--- config.mk ---
export PLATFORM = sky130hd
export DESIGN_NAME = ram_arbiter
export DESIGN_NICKNAME = d
export VERILOG_FILES = /design/src/rtl/ram_arbiter.sv
export SDC_FILE = /design/constraint.sdc
export NUM_CORES = 1
export LEC_CHECK = 0
export ABC_CLOCK_PERIOD_IN_PS = 1800
export CORE_UTILIZATION = 39
export CTS_BUF_LIST = sky130_fd_sc_hd__clkbuf_8
export DETAILED_ROUTE_END_ITERATION = 8
export MAX_ROUTING_LAYER = met4
export PLACE_DENSITY = 0.9
export SYNTH_ARGS = -nofsm -noshare
export SYNTH_HDL_FRONTEND = slang
export SYNTH_SLANG_ARGS = --single-unit
export TNS_END_PERCENT = 50
--- constraint.sdc ---
create_clock -name clk_i -period 1.8 [get_ports clk_i]
set_input_delay 0.36 -clock clk_i [delete_from_list [all_inputs] [get_ports clk_i]]
set_output_delay 0.36 -clock clk_i [all_outputs]
set_load 0.01 [all_outputs]
--- src/rtl/ram_arbiter.sv ---
// Shares one RAM between the Z80 CPU and a secondary req/ack bus master with round-robin grant.
// Optional stall statistics (cpu_stall_cnt, stats_clr) are built when RAM_ARBITER_STATS_EN is defined.
module ram_arbiter #(
    parameter int ADDR_W  = 16,
    parameter int DATA_W  = 8,
    parameter int RAM_LAT = 1
) (
    input  logic              clk_i,
    input  logic              rst_n_i,
`ifdef RAM_ARBITER_STATS_EN
    input  logic              stats_clr,
    output logic [15:0]       cpu_stall_cnt,
`endif
    input  logic              cpu_ram_cs,
    input  logic              cpu_rd_n,
    input  logic              cpu_wr_n,
    input  logic [ADDR_W-1:0] cpu_addr,
    input  logic [DATA_W-1:0] cpu_data_i,
    output logic [DATA_W-1:0] cpu_data_o,
    output logic              cpu_wait_n,
    input  logic              dma_req,
    input  logic              dma_we,
    input  logic [ADDR_W-1:0] dma_addr,
    input  logic [DATA_W-1:0] dma_wdata,
    output logic              dma_ack,
    output logic [DATA_W-1:0] dma_rdata,
    output logic              ram_en,
    output logic              ram_we,
    output logic [ADDR_W-1:0] ram_addr,
    output logic [DATA_W-1:0] ram_wdata,
    input  logic [DATA_W-1:0] ram_rdata
);

    localparam logic [1:0] ST_IDLE  = 2'd0;
    localparam logic [1:0] ST_ISSUE = 2'd1;
    localparam logic [1:0] ST_LAT   = 2'd2;
    localparam logic [1:0] ST_DONE  = 2'd3;

    localparam logic OWN_CPU = 1'b0;
    localparam logic OWN_DMA = 1'b1;

    localparam int CNT_W = 3;

    logic [1:0]        state_r;
    logic              owner_r;
    logic              last_grant_r;
    logic              we_r;
    logic [ADDR_W-1:0] addr_r;
    logic [DATA_W-1:0] wdata_r;
    logic [CNT_W-1:0]  lat_cnt_r;
    logic              cpu_served_r;
    logic [DATA_W-1:0] cpu_data_r;
    logic [DATA_W-1:0] dma_rdata_r;
    logic              dma_ack_r;
    logic              ram_en_r;
    logic              ram_we_r;

    logic              cpu_pend_s;
    logic              dma_pend_s;
    logic              grant_s;
    logic              grant_own_s;
    logic              lat_last_s;

    // Reset gates the pending term so WAIT_n reads released while rst_n_i is low.
    assign cpu_pend_s = rst_n_i & cpu_ram_cs & (~cpu_rd_n | ~cpu_wr_n) & ~cpu_served_r;
    assign dma_pend_s = dma_req;
    assign lat_last_s = (lat_cnt_r == {CNT_W{1'b0}});

    assign cpu_wait_n = ~cpu_pend_s;
    assign cpu_data_o = cpu_data_r;
    assign dma_ack    = dma_ack_r;
    assign dma_rdata  = dma_rdata_r;
    assign ram_en     = ram_en_r;
    assign ram_we     = ram_we_r;
    assign ram_addr   = addr_r;
    assign ram_wdata  = wdata_r;

    // Round-robin arbitration: on a tie the master that was not served last wins.
    always_comb begin
        grant_s     = 1'b0;
        grant_own_s = OWN_CPU;
        if (cpu_pend_s && dma_pend_s) begin
            grant_s     = 1'b1;
            grant_own_s = (last_grant_r == OWN_CPU) ? OWN_DMA : OWN_CPU;
        end else if (cpu_pend_s) begin
            grant_s     = 1'b1;
            grant_own_s = OWN_CPU;
        end else if (dma_pend_s) begin
            grant_s     = 1'b1;
            grant_own_s = OWN_DMA;
        end else begin
            grant_s     = 1'b0;
            grant_own_s = OWN_CPU;
        end
    end

    // Access sequencer: IDLE -> ISSUE -> LAT (RAM_LAT cycles) -> DONE, with registered RAM strobes.
    always_ff @(posedge clk_i or negedge rst_n_i) begin
        if (!rst_n_i) begin
            state_r      <= ST_IDLE;
            owner_r      <= OWN_CPU;
            last_grant_r <= OWN_DMA;
            we_r         <= 1'b0;
            addr_r       <= {ADDR_W{1'b0}};
            wdata_r      <= {DATA_W{1'b0}};
            lat_cnt_r    <= {CNT_W{1'b0}};
            cpu_served_r <= 1'b0;
            cpu_data_r   <= {DATA_W{1'b0}};
            dma_rdata_r  <= {DATA_W{1'b0}};
            dma_ack_r    <= 1'b0;
            ram_en_r     <= 1'b0;
            ram_we_r     <= 1'b0;
        end else begin
            ram_en_r  <= 1'b0;
            ram_we_r  <= 1'b0;
            dma_ack_r <= 1'b0;
            if (!cpu_ram_cs) begin
                cpu_served_r <= 1'b0;
            end
            case (state_r)
                ST_IDLE: begin
                    if (grant_s) begin
                        owner_r  <= grant_own_s;
                        ram_en_r <= 1'b1;
                        state_r  <= ST_ISSUE;
                        if (grant_own_s == OWN_CPU) begin
                            addr_r   <= cpu_addr;
                            wdata_r  <= cpu_data_i;
                            we_r     <= ~cpu_wr_n;
                            ram_we_r <= ~cpu_wr_n;
                        end else begin
                            addr_r   <= dma_addr;
                            wdata_r  <= dma_wdata;
                            we_r     <= dma_we;
                            ram_we_r <= dma_we;
                        end
                    end
                end
                ST_ISSUE: begin
                    lat_cnt_r <= CNT_W'(RAM_LAT - 1);
                    state_r   <= ST_LAT;
                end
                ST_LAT: begin
                    if (lat_last_s) begin
                        state_r <= ST_DONE;
                        if (owner_r == OWN_CPU) begin
                            if (!we_r) begin
                                cpu_data_r <= ram_rdata;
                            end
                            // A CPU that abandoned its bus cycle must not be marked served.
                            if (cpu_ram_cs) begin
                                cpu_served_r <= 1'b1;
                            end
                        end else begin
                            if (!we_r) begin
                                dma_rdata_r <= ram_rdata;
                            end
                            dma_ack_r <= 1'b1;
                        end
                    end else begin
                        lat_cnt_r <= lat_cnt_r - {{(CNT_W-1){1'b0}}, 1'b1};
                    end
                end
                ST_DONE: begin
                    last_grant_r <= owner_r;
                    state_r      <= ST_IDLE;
                end
                default: begin
                    state_r <= ST_IDLE;
                end
            endcase
        end
    end

`ifdef RAM_ARBITER_STATS_EN
    logic [15:0] stall_cnt_r;

    assign cpu_stall_cnt = stall_cnt_r;

    // Saturating count of CPU wait cycles; clear wins over increment.
    always_ff @(posedge clk_i or negedge rst_n_i) begin
        if (!rst_n_i) begin
            stall_cnt_r <= 16'h0000;
        end else if (stats_clr) begin
            stall_cnt_r <= 16'h0000;
        end else if (!cpu_wait_n && (stall_cnt_r != 16'hFFFF)) begin
            stall_cnt_r <= stall_cnt_r + 16'h0001;
        end else begin
            stall_cnt_r <= stall_cnt_r;
        end
    end
`endif

endmodule

==> results.py, run 1 <==
metrics = {
    "outcome": {
        "status": "finished, final reports clean",
    },
    "route": {
        "num_vias": 1936,
        "drc": 0,
        "wirelength_mm": 5.55,
        "vias_per_cell": 4.88,
        "firstDrtPassIters": 4,
        "routedWlPerCell_um": 14.0,
        "drt_iter0_markers": 61,
        "ant_nets": 0,
    },
    "clock_tree": {
        "clock_path_buffers": 2,
        "cts_tree": "yes",
        "clkSlewWorstSetupHoldPaths_ns": 0.11,
        "cts-root-buf": "clkbuf_8",
        "clk_latency_ns": 0.30,
        "numCtsBuffers": 5,
        "clock_sinks": 52,
        "htreeDepth": 2,
    },
    "global_route": {
        "grt_max_degree": 52,
        "grt.total_usage_pct": 18.2,
        "grt_pass1_vias": 1884,
        "grt_remaining_overflow": 0,
        "antenna_found_initial": 0,
        "grt_pass1_wl_mm": 8.76,
    },
    "synthesis": {
        "yosysUniqueCellTypes": 34,
        "synth_nets": 272,
        "yosys.area_share.simple_pct": 7.43,
        "synth_top_family_by_area": "multiplexers",
        "syn_area_per_cell_um2": 11.8,
        "synth.mux.area_fraction_pct": 18.5,
        "synthCells": 202,
        "synth_fa_ha_area_share_pct": 3.66,
        "synth.largest_area_cell": "dfrtp_1",
        "yosys.area.top_type_share_pct": 53.4,
        "synth_xor_area_share_pct": 0.366,
        "ys_ff_latch": 52,
        "seq_area_frac_synth_pct": 54.5,
        "synth_compound_area_share_pct": 10.5,
        "yosys_warnings": 0,
        "synth_area_leaders": "dfrtp_1 (53%), mux2i_1 (10%), mux2_2 (8.0%)",
        "netlist_area_um2": 2390,
    },
    "floorplanning": {
        "start_util_pct": 40.4,
        "die_h_um": 80.3,
        "dieArea_um2": 6440,
        "rows": 28,
        "core_um2": 5920,
        "die_x_um": 80.3,
        "boundaryPins": 107,
    },
    "timing": {
        "max_freq_mhz": 585,
        "worstMarginPinSlew_ns": 0.643,
        "skew_ns": 0.00785,
        "rsz0062_at_grt": "false",
        "finalSetupViolCount": 0,
        "fin_ws_ns": 0.0914,
        "fin_crit_ns": 1.71,
        "hold_violations": 0,
        "finalCritPeriodShare_pct": 94.9,
        "relSlewSlack_pct": 57.2,
        "finalMaxSlewViolations": 0,
    },
    "layout": {
        "n_antenna_cell": 0,
        "design.final.nets": 391,
        "layout_common_cells": "clkdlybuf4s50_1 (103), dfrtp_1 (51), nand2_1 (31)",
        "num-fill-cells": 483,
        "area_growth_pct": 56.1,
        "multi_input_area_um2": 971,
        "final_common_cell": "clkdlybuf4s50_1",
        "layout-drive-gt1-share_pct": 14.3,
        "fin_cells": 397,
        "area.sequential_um2": 1300,
    },
    "worst_setup_path": {
        "cp-end-kind": "primary output",
        "reg2reg_from": "lat_cnt_r[0]",
        "critPathLaunchType": "flop",
        "r2r-end": "dma_rdata[7]",
        "crit_type": "flop to primary output",
        "r2r_slack_ns": 0.10,
        "reg2reg_depth": 7,
        "cp.required_ns": 1.44,
        "path_max_fanout": 3,
        "cp.arrival_ns": 1.35,
    },
    "placed_design": {
        "dp_hpwl_mm": 4.26,
        "placed_cells": 386,
        "io_buffers": 106,
        "dp_worst_setup_slack_ns": -0.250,
        "gp_congestion": 0.836,
    },
    "min_path": {
        "hp-class": "input pin to asynchronous set/reset pin",
    },
    "power": {
        "power_density_nw_per_um2": 1410,
        "leakage_nw": 1.68,
        "peakVddDrop_uv": 681,
    },
    "job": {
        "cap_violations": 0,
    },
}
==> routing by layer <==
layer	routed length (µm)	vias to the layer above	track usage, %
met1	2380	928	22.2
li1	-	940	-
met2	2820	66	30.9
met4	15	0	4.29
met5	0	-	-
met3	343	2	4.09
==> worst max-delay path by stage <==
stage	endpoint	cells past startpoint	from	slack (ns)
detailed placement	cpu_wait_n	5	cpu_ram_cs	-0.25
global route	cpu_data_o[7]	7	lat_cnt_r[0]	0.003
floorplan	cpu_data_o[0]	6	lat_cnt_r[0]	0.03
global placement	cpu_wait_n	5	cpu_ram_cs	-0.19
CTS	dma_rdata[7]	7	lat_cnt_r[0]	0.04
finish	cpu_wait_n	4	cpu_served_r	0.09
==> through the flow <==
step	power, mW	setup TNS (ns)	area (µm²)	util (%)	hold WS (ns)
3_3_place_gp	4.50	-1.60	3600	60.9	0.180
5_1_grt	5.63	0	3730	63.0	0.307
3_5_place_dp	4.61	-3.43	3600	60.9	0.178
4_1_cts	5.31	0	3720	62.8	0.275
6_report	5.25	0	3730	63.0	0.256
2_1_floorplan	3.18	0	2390	-	0.0644
==> timing repair <==
action	4_1_cts	5_1_grt
endpoints found under the setup margin	1	17
setup buffers	1	1
hold endpoints to repair	1	0
hold buffers	1	0
resized for setup	3	2
pin swaps	1	0
==> registers in the layout (all words and copies together) (netlist names) <==
register and flops:
owner_r 1, ram_addr 16, dma_rdata 8, ram_en 1, state_r 2, cpu_served_r 1
dma_ack 1, we_r 1, lat_cnt_r 3, last_grant_r 1, ram_wdata 8, cpu_data_o 8
ram_we 1
==> Yosys cell counts, drive strengths merged <==
| library cell | count |
|---|---|
| and3 | 1 |
| nand3b | 1 |
| o31a | 1 |
| nand2 | 31 |
| o21ai | 27 |
| dfrtp | 51 |
| a21oi | 1 |
| ha | 7 |
| a211oi | 2 |
| a31oi | 1 |
| o31ai | 2 |
| and3b | 1 |
| o21a | 1 |
| nand2b | 2 |
| a31o | 1 |
| o32a | 1 |
| mux2i | 25 |
| dfstp | 1 |
| a21o | 1 |
| clkbuf | 5 |
| xnor2 | 1 |
| buf | 5 |
| and2 | 1 |
| o311ai | 1 |
| inv | 10 |
| o2bb2ai | 1 |
| nor3 | 2 |
| mux2 | 17 |
| nor2 | 1 |
==> power breakdown <==
| group | internal [mW] | leakage [nW] | switching (mW) |
|---|---|---|---|
| clock | 0.284 | 0.0487 | 0.408 |
| sequential | 1.70 | 0.641 | 0.291 |
| combinational | 1.52 | 0.990 | 1.04 |
==> logic make-up (layout without fill, tap and decap cells) <==
kind of cell	Yosys count	after routing
mux	42	42
compound gates	40	40
fa+ha+maj	7	7
flops	52	52
buf+inv	20	140
simple gates	40	40
xor+xnor	1	1
==> critical path, stage by stage, from the launching register on <==
cell             delay, ns
dfrtp_1               0.40
nand3b_1              0.20
a21oi_2               0.17
inv_1                 0.06
clkdlybuf4s15_1       0.22
==> cell type report <==
cell class | instances | area share [%]
sequential | 52 | 34.9
timing repair buffer | 122 | 33.0
clock buffer | 5 | 1.84
clock inverter | 3 | 0.704
inverter | 10 | 1.01
multi-input combinational | 130 | 26.0
tap | 75 | 2.52
Note: power is estimated with default switching activity, not from simulation.
==> run 2: changes to the inputs <==
- SKIP_CTS_REPAIR_TIMING: not set -> 1
==> results.py, run 2 (synthesis results as in run 1) <==
metrics = {
    "layout": {
        "n_antenna_cell": 0,
        "fin_cells": 395,
        "largest_reg_flops": 16,
        "design.final.nets": 389,
        "utilization_pct": 62.9,
        "final_common_cell": "clkdlybuf4s50_1",
        "layout-drive-gt1-share_pct": 14.1,
        "layout_common_cells": "clkdlybuf4s50_1 (104), dfrtp_1 (51), nand2_1 (31)",
        "area_growth_pct": 55.8,
        "num-fill-cells": 483,
    },
    "route": {
        "vias_per_cell": 4.84,
        "wirelength_mm": 5.52,
        "ant_nets": 0,
        "wl_met1_mm": 2.38,
        "firstDrtPassIters": 4,
        "wl_met3_um": 350,
        "drt_iter0_markers": 61,
        "route.met2.wl_mm": 2.75,
        "drc": 0,
        "top_layer": "met4",
        "num_vias": 1913,
        "routedWlPerCell_um": 14.0,
    },
    "timing": {
        "hold_violations": 0,
        "skew_ns": 0.00933,
        "relSlewSlack_pct": 57.5,
        "fin_crit_ns": 1.72,
        "finalSetupViolCount": 0,
        "finalCritPeriodShare_pct": 95.3,
        "worstMarginPinSlew_ns": 0.638,
        "finalMaxSlewViolations": 0,
        "max_freq_mhz": 583,
        "rsz0062_at_grt": "false",
    },
    "global_route": {
        "grt_remaining_overflow": 0,
        "grt_pass1_wl_mm": 8.62,
        "grt_max_degree": 52,
        "grt_pass1_vias": 1862,
        "antenna_found_initial": 0,
        "grt.total_usage_pct": 17.9,
    },
    "floorplanning": {
        "core_um2": 5920,
        "rows": 28,
        "die_h_um": 80.3,
        "die_x_um": 80.3,
        "start_util_pct": 40.4,
        "dieArea_um2": 6440,
        "boundaryPins": 107,
    },
    "worst_setup_path": {
        "cp-end-kind": "flop",
        "cp_cell_sequence": "inv_1, ha_1, ha_2, nand2_1, nor3_2, buf_6, mux2_2",
        "critPathSlowestCell": "dfrtp_1",
        "path_buf_inv": 2,
        "crit_type": "flop to flop",
        "cp.required_ns": 2.00,
        "critPathLaunchType": "flop",
        "crit_family": "flip-flops",
        "slowest_delay_ns": 0.41,
        "r2r_slack_ns": 0.08,
        "path_max_fanout": 8,
        "cp.arrival_ns": 1.91,
    },
    "clock_tree": {
        "htreeDepth": 2,
        "clk_latency_ns": 0.31,
        "cts-root-buf": "clkbuf_8",
        "numCtsBuffers": 5,
        "clock_sinks": 52,
        "clock_path_buffers": 2,
        "cts_tree": "yes",
        "clkSlewWorstSetupHoldPaths_ns": 0.11,
    },
    "power": {
        "leakage_nw": 1.67,
        "total_power_mw": 5.25,
        "power_density_nw_per_um2": 1410,
        "peakVddDrop_uv": 679,
    },
    "min_path": {
        "hp-class": "input pin to asynchronous set/reset pin",
    },
    "job": {
        "cap_violations": 0,
    },
    "placed_design": {
        "gp_congestion": 0.836,
        "placed_cells": 386,
        "dp_hpwl_mm": 4.26,
        "io_buffers": 106,
    },
    "outcome": {
        "status": "finished, final reports clean",
    },
}
run 2: power by group:
group,total (mW),internal (mW),switching [mW],leakage (nW)
combinational,2.56,1.52,1.04,0.980
sequential,1.99,1.70,0.290,0.641
clock,0.697,0.284,0.413,0.0487
total,5.25,3.51,1.74,1.67
run 2: routing by layer:
layer	global-route usage [%]	vias to the layer above
met5	-	-
met4	4.29	0
met3	4.09	5
met2	30.3	68
met1	21.8	903
li1	-	937
run 2: final timing paths:
kind / from / to / cells past startpoint
setup / recovery: lat_cnt_r[0] / cpu_data_o[7] / 7
hold / removal: rst_n_i / ram_wdata[3] / 2
setup reg to reg: lat_cnt_r[0] / cpu_data_o[7] / 7
hold reg to reg: ram_wdata[5] / ram_wdata[5] / 2
max in group asynchronous: rst_n_i / ram_addr[6] / 2
min in group clk_i: ram_wdata[5] / ram_wdata[5] / 2
run 2: through the flow:
stage	worst slack (ns)	instance area, µm²	hold slack, ns	setup TNS, ns
2_1_floorplan	0.0320	2390	0.0644	0
3_3_place_gp	-0.191	3600	0.180	-1.60
3_5_place_dp	-0.250	3600	0.178	-3.43
4_1_cts	-0.262	3700	-0.156	-0.262
5_1_grt	0.00435	3720	0.314	0
6_report	0.0842	3720	0.246	0
run 2: final cells by class:
cell class	count	area (µm²)	share of cell area (%)
multi-input combinational	130	973	26.2
sequential	52	1300	35.0
tap	75	93.8	2.52
timing repair buffer	120	1220	32.8
clock buffer	5	68.8	1.85
inverter	10	37.5	1.01
clock inverter	3	26.3	0.706
